## src/rtl/ahb3lite_pkg.sv

```systemverilog
// rtl/ahb3lite_pkg.sv - shared AHB3-lite transfer/response encodings and default-slave states
package ahb3lite_pkg;

  localparam logic [1:0] HTRANS_IDLE   = 2'b00;
  localparam logic [1:0] HTRANS_BUSY   = 2'b01;
  localparam logic [1:0] HTRANS_NONSEQ = 2'b10;
  localparam logic [1:0] HTRANS_SEQ    = 2'b11;

  localparam logic HRESP_OKAY  = 1'b0;
  localparam logic HRESP_ERROR = 1'b1;

  typedef enum logic [1:0] {
    DS_IDLE = 2'd0,
    DS_ERR1 = 2'd1,
    DS_ERR2 = 2'd2
  } ds_state_e;

  function automatic logic htrans_active(input logic [1:0] htrans);
    return (htrans == HTRANS_NONSEQ) || (htrans == HTRANS_SEQ);
  endfunction

endpackage

```

## src/rtl/ahb3lite_default_slave.sv

```systemverilog
// rtl/ahb3lite_default_slave.sv - default slave answering unmapped transfers with a two-cycle ERROR
module ahb3lite_default_slave
  import ahb3lite_pkg::*;
(
  input  logic       CLK,
  input  logic       RESET,
  input  logic       HSEL,
  input  logic [1:0] HTRANS,
  input  logic       HREADY,
  output logic       HREADYOUT,
  output logic       HRESP
);

  ds_state_e state_q, state_d;
  logic      accept;

  assign accept = HREADY && HSEL && htrans_active(HTRANS);

  always_ff @(posedge CLK) begin
    if (RESET) begin
      state_q <= DS_IDLE;
    end else begin
      state_q <= state_d;
    end
  end

  // Outputs depend on state only, so the combined HREADY never loops back through here.
  always_comb begin
    state_d   = state_q;
    HREADYOUT = 1'b1;
    HRESP     = HRESP_OKAY;
    case (state_q)
      DS_IDLE: begin
        if (accept) state_d = DS_ERR1;
      end
      DS_ERR1: begin
        HREADYOUT = 1'b0;
        HRESP     = HRESP_ERROR;
        state_d   = DS_ERR2;
      end
      DS_ERR2: begin
        HRESP   = HRESP_ERROR;
        state_d = accept ? DS_ERR1 : DS_IDLE;
      end
      default: state_d = DS_IDLE;
    endcase
  end

endmodule

```

## src/rtl/ahb3lite_decoder_mux.sv

```systemverilog
// rtl/ahb3lite_decoder_mux.sv - single-master AHB3-lite address decoder, response mux and error capture
module ahb3lite_decoder_mux
  import ahb3lite_pkg::*;
#(
  parameter int                  NSLAVE = 2,
  parameter int                  AW     = 32,
  parameter int                  DW     = 32,
  parameter logic [NSLAVE*AW-1:0] BASE  = {32'hF000_0000, 32'h0000_0000},
  parameter logic [NSLAVE*AW-1:0] MASK  = {32'hF000_0000, 32'h8000_0000},
  parameter int                  CNT_W  = 8
) (
  input  logic                 CLK,
  input  logic                 RESET,
  input  logic [AW-1:0]        HADDR,
  input  logic [1:0]           HTRANS,
  input  logic                 HWRITE,
  output logic                 HREADY,
  output logic                 HRESP,
  output logic [DW-1:0]        HRDATA,
  output logic [NSLAVE-1:0]    HSEL_S,
  input  logic [NSLAVE-1:0]    HREADYOUT_S,
  input  logic [NSLAVE-1:0]    HRESP_S,
  input  logic [NSLAVE*DW-1:0] HRDATA_S,
  output logic [AW-1:0]        ERR_ADDR,
  output logic                 ERR_WRITE,
  output logic [CNT_W-1:0]     ERR_CNT,
  input  logic                 ERR_CLR
);

  logic [NSLAVE-1:0] hsel;
  logic              miss;
  logic [NSLAVE:0]   dsel_q, dsel_d;
  logic              ds_hreadyout, ds_hresp;
  logic              err_entry;
  logic [AW-1:0]     err_addr_q, err_addr_d;
  logic              err_write_q, err_write_d;
  logic [CNT_W-1:0]  err_cnt_q, err_cnt_d;

  // Lowest index wins on overlapping windows, keeping HSEL_S one-hot or zero.
  always_comb begin
    logic found;
    hsel  = '0;
    found = 1'b0;
    for (int i = 0; i < NSLAVE; i++) begin
      if (!found && ((HADDR & MASK[i*AW +: AW]) == BASE[i*AW +: AW])) begin
        hsel[i] = 1'b1;
        found   = 1'b1;
      end
    end
  end

  assign miss   = ~|hsel;
  assign HSEL_S = hsel;

  assign dsel_d = HREADY ? {miss, hsel} : dsel_q;

  always_ff @(posedge CLK) begin
    if (RESET) begin
      dsel_q <= {1'b1, {NSLAVE{1'b0}}};
    end else begin
      dsel_q <= dsel_d;
    end
  end

  ahb3lite_default_slave u_default_slave (
    .CLK       (CLK),
    .RESET     (RESET),
    .HSEL      (miss),
    .HTRANS    (HTRANS),
    .HREADY    (HREADY),
    .HREADYOUT (ds_hreadyout),
    .HRESP     (ds_hresp)
  );

  always_comb begin
    HREADY = ds_hreadyout;
    HRESP  = ds_hresp;
    HRDATA = '0;
    for (int i = 0; i < NSLAVE; i++) begin
      if (dsel_q[i]) begin
        HREADY = HREADYOUT_S[i];
        HRESP  = HRESP_S[i];
        HRDATA = HRDATA_S[i*DW +: DW];
      end
    end
  end

  // Same condition that moves the default slave into ERR1.
  assign err_entry = HREADY && miss && htrans_active(HTRANS);

  always_comb begin
    err_addr_d  = err_addr_q;
    err_write_d = err_write_q;
    err_cnt_d   = err_cnt_q;
    if (err_entry) begin
      err_addr_d  = HADDR;
      err_write_d = HWRITE;
    end else if (ERR_CLR) begin
      err_addr_d  = '0;
      err_write_d = 1'b0;
    end
    if (ERR_CLR) begin
      err_cnt_d = '0;
    end else if (err_entry && !(&err_cnt_q)) begin
      err_cnt_d = err_cnt_q + CNT_W'(1);
    end
  end

  always_ff @(posedge CLK) begin
    if (RESET) begin
      err_addr_q  <= '0;
      err_write_q <= 1'b0;
      err_cnt_q   <= '0;
    end else begin
      err_addr_q  <= err_addr_d;
      err_write_q <= err_write_d;
      err_cnt_q   <= err_cnt_d;
    end
  end

  assign ERR_ADDR  = err_addr_q;
  assign ERR_WRITE = err_write_q;
  assign ERR_CNT   = err_cnt_q;

endmodule
```

## config.mk

```make
export PLATFORM = sky130hd
export DESIGN_NAME = ahb3lite_decoder_mux
export DESIGN_NICKNAME = d
export VERILOG_FILES = /design/src/rtl/ahb3lite_pkg.sv /design/src/rtl/ahb3lite_default_slave.sv /design/src/rtl/ahb3lite_decoder_mux.sv
export SDC_FILE = /design/constraint.sdc
export NUM_CORES = 1
export LEC_CHECK = 0
export ABC_CLOCK_PERIOD_IN_PS = 5850
export CAP_MARGIN = 25
export CORE_ASPECT_RATIO = 1.5
export CORE_MARGIN = 8
export CORE_UTILIZATION = 34
export DETAILED_ROUTE_END_ITERATION = 12
export PLACE_DENSITY = 0.91
export SYNTH_ARGS = -nofsm -noshare
export SYNTH_HDL_FRONTEND = slang
export SYNTH_SLANG_ARGS = --single-unit
```

## constraint.sdc

```tcl
create_clock -name CLK -period 5.85 [get_ports CLK]
set_input_delay 1.17 -clock CLK [delete_from_list [all_inputs] [get_ports CLK]]
set_output_delay 1.17 -clock CLK [all_outputs]
set_load 0.02 [all_outputs]
```

==> results_dict.tcl <==
set metrics [dict create \
    post_cts_buffers 0 \
    worstSetupEndpointType "output pin" \
    die_height_um 113 \
    initial_antenna_violation_count 2 \
    rows 35 \
    cts_tree "built" \
    design_power_total_w 0.000854 \
    grt_first_pass_wirelength_mm 13.9 \
    post-place-ws_ns 1.83 \
    leakagePower_nw 1.54 \
    placedInstanceArea_um2 3980 \
    worst_ir_drop_vdd_uv 189 \
    timing.critical_path.arrival_ns 2.86 \
    holdCritPathClass "flip-flop to flip-flop" \
    setup.worst_path.start "HADDR[31]" \
    drt_drc_violations_left 0 \
    grt_use_total 0.197 \
    synth.yosys.warnings 0 \
    period_needed_ns 4.03 \
    ys_ff_latch 45 \
    antenna_left 0 \
    floorplan.core_area_um2 6090 \
    cts.hold.buffers_added 0 \
    rsz0062_at_grt "false" \
    cts_root_buf "clkbuf_8" \
    seq_power_share 0.384 \
    vias_per_instance 5.34 \
    reg2reg_from "u_default_slave.state_q[1]" \
    hold_path_startpoint "ERR_ADDR[31]" \
    async_flop_share 0 \
    firstDrtPassIters 4 \
    slew_worst_pin_ns 0.642 \
    gr-total-overflow 0 \
    layout.cells.most_common "clkdlybuf4s50_1" \
    cellInternalPower_w 0.000608 \
    grt_pass1_vias 2574 \
    dr_total_vias 2436 \
    total_count_of_max_transition_violations_in_the_final_report 0 \
    maximum_number_of_buffers_from_clock_root_to_sink 2 \
    powerDensity_nw_per_um2 209 \
    required_ns 4.68 \
    tritoncts.num_buffers 5 \
    initial_utilization 0.347 \
    mostFrequentLayoutCells "181 x clkdlybuf4s50_1, 64 x a22o_1, 45 x dfxtp_1, 13 x nand2_1" \
    totalWireLength_mm 9.31 \
    antenna_cells_inserted 0 \
    synth-seq-area-share 0.426 \
    cts.repair.resized 0 \
    outcome "finished clean" \
    final.period_utilization 0.688 \
    critical_path.max_fanout 5 \
    numPortBuffers 181 \
    initialDrtViolationCount 58 \
    setup_viol_count_final 0 \
    post-route-cell-area_um2 4090 \
    die-area_um2 9050 \
    place_hpwl_mm 7.63 \
    top_level_ports 183 \
    final_layout_size_suffix_gt1_frac 0.0550 \
    synth_cell_type_count 37 \
    clock_latency_late_sink_ns 0.30 \
    cts.clk_slew.worst_paths_ns 0.09 \
    finalWorstSetupSlack_ns 1.82 \
    cts_htree_levels 2 \
    crit_type "input pin to output pin" \
    pwr-share-clk 0.282 \
    die_x_um 80.4 \
    synth_enable_flop_cells 0 \
    wl_per_cell_um 20.4 \
    num-nets-final 493 \
    finalClockSkew_ns 0.0102 \
    syn_inst 206 \
    power_frac_comb 0.335 \
    synthToLayoutAreaGrowth_pct 93.3 \
    synth-main-ff-cell "dfxtp_1" \
    final.setup.tns_ns 0 \
    whs_ns 0.466 \
    sw_frac_of_total 0.289 \
    gp_congestion 0.832 \
    syn_area_per_cell_um2 10.3 \
    fmax_mhz 248 \
    timing.max_slew.rel_slack 0.571 \
    tritoncts_num_sinks 45 \
    critical_path.startpoint_type "input pin" \
    syn-cell-area_um2 2110 \
    power.switching_w 0.000247 \
    synth.net_count 318 \
    cap_violations 0 \
    grt_start_max_net_pins 37 \
    finalHoldViolCount 0 \
]
[power groups by stage]
stage          combinational (W)  sequential [W]  clock (W)
2_1_floorplan           0.000114        0.000346          0
3_3_place_gp            0.000279        0.000334          0
3_5_place_dp            0.000288        0.000334          0
4_1_cts                 0.000289        0.000328   0.000246
5_1_grt                 0.000302        0.000329   0.000261
6_report                0.000286        0.000328   0.000241
[routing by layer]
layer,part of all wire,global-route usage,vias up
met2,0.49,0.346,153
met4,0.021,0.0659,4
met3,0.13,0.0944,13
li1,-,-,1152
met1,0.36,0.192,1114
met5,0.0020,0,-
[cell usage after synthesis (2+ instances only)]
cell type	n	area, µm²
buf_1	2	7.51
a31oi_1	4	25.0
nand2_1	13	48.8
o21ai_0	4	20.0
nand3_1	4	20.0
ha_1	6	75.1
nor3_1	2	10.0
and4_1	2	17.5
nor2_1	5	18.8
clkbuf_1	8	30.0
nand2b_1	2	12.5
nor2b_1	2	12.5
or3_1	2	12.5
mux2i_1	6	60.1
a211oi_1	2	15.0
buf_6	3	33.8
and2_1	2	12.5
buf_2	4	20.0
a22o_1	64	561
dfxtp_1	45	901
inv_1	6	22.5
a311oi_1	2	17.5
and3_1	2	12.5
[critical path, stage by stage]
cell and delay [ns]:
clkdlybuf4s50_1 0.59, and4_1 0.41, clkdlybuf4s50_1 0.69
[layout make-up]
class                           instances  area [µm²]
Clock buffer                            5        68.8
Inverter                                6        22.5
Tap cell                               74        92.6
Multi-Input combinational cell        138        1100
Sequential cell                        45         901
Fill cell                             478        2000
Clock inverter                          3        43.8
Timing Repair Buffer                  185        1860
[registers in the layout (all words and copies together), names as in the netlist]
name and flops:
ERR_CNT 8, ERR_ADDR 32, dsel_q 2, u_default_slave.state_q 2, ERR_WRITE 1
[through the flow]
stage,cells,util
after detailed placement,448,0.653
after global routing,456,0.672
after CTS,456,0.672
after global placement,446,0.648
after floorplan,206,-
final,456,0.672
[logic make-up (layout without fill, tap and decap cells)]
| kind of cell | after synthesis | count (layout) | share of synthesized area |
|---|---|---|---|
| compound gates | 84 | 84 | 0.347 |
| fa+ha+maj | 6 | 6 | 0.0355 |
| buf+inv | 23 | 199 | 0.0538 |
| flops | 45 | 45 | 0.426 |
| mux | 6 | 6 | 0.0284 |
| simple gates | 42 | 42 | 0.109 |
[final timing paths]
| check | to | slack, ns | cells past startpoint |
|---|---|---|---|
| worst min register to register | ERR_ADDR[31] | 0.47 | 1 |
| worst min-delay path | ERR_ADDR[31] | 0.47 | 1 |
| worst max register to register | ERR_ADDR[24] | 3.68 | 7 |
| worst max-delay path | HSEL_S[1] | 1.82 | 3 |
Note: power is estimated with default switching activity, not from simulation.
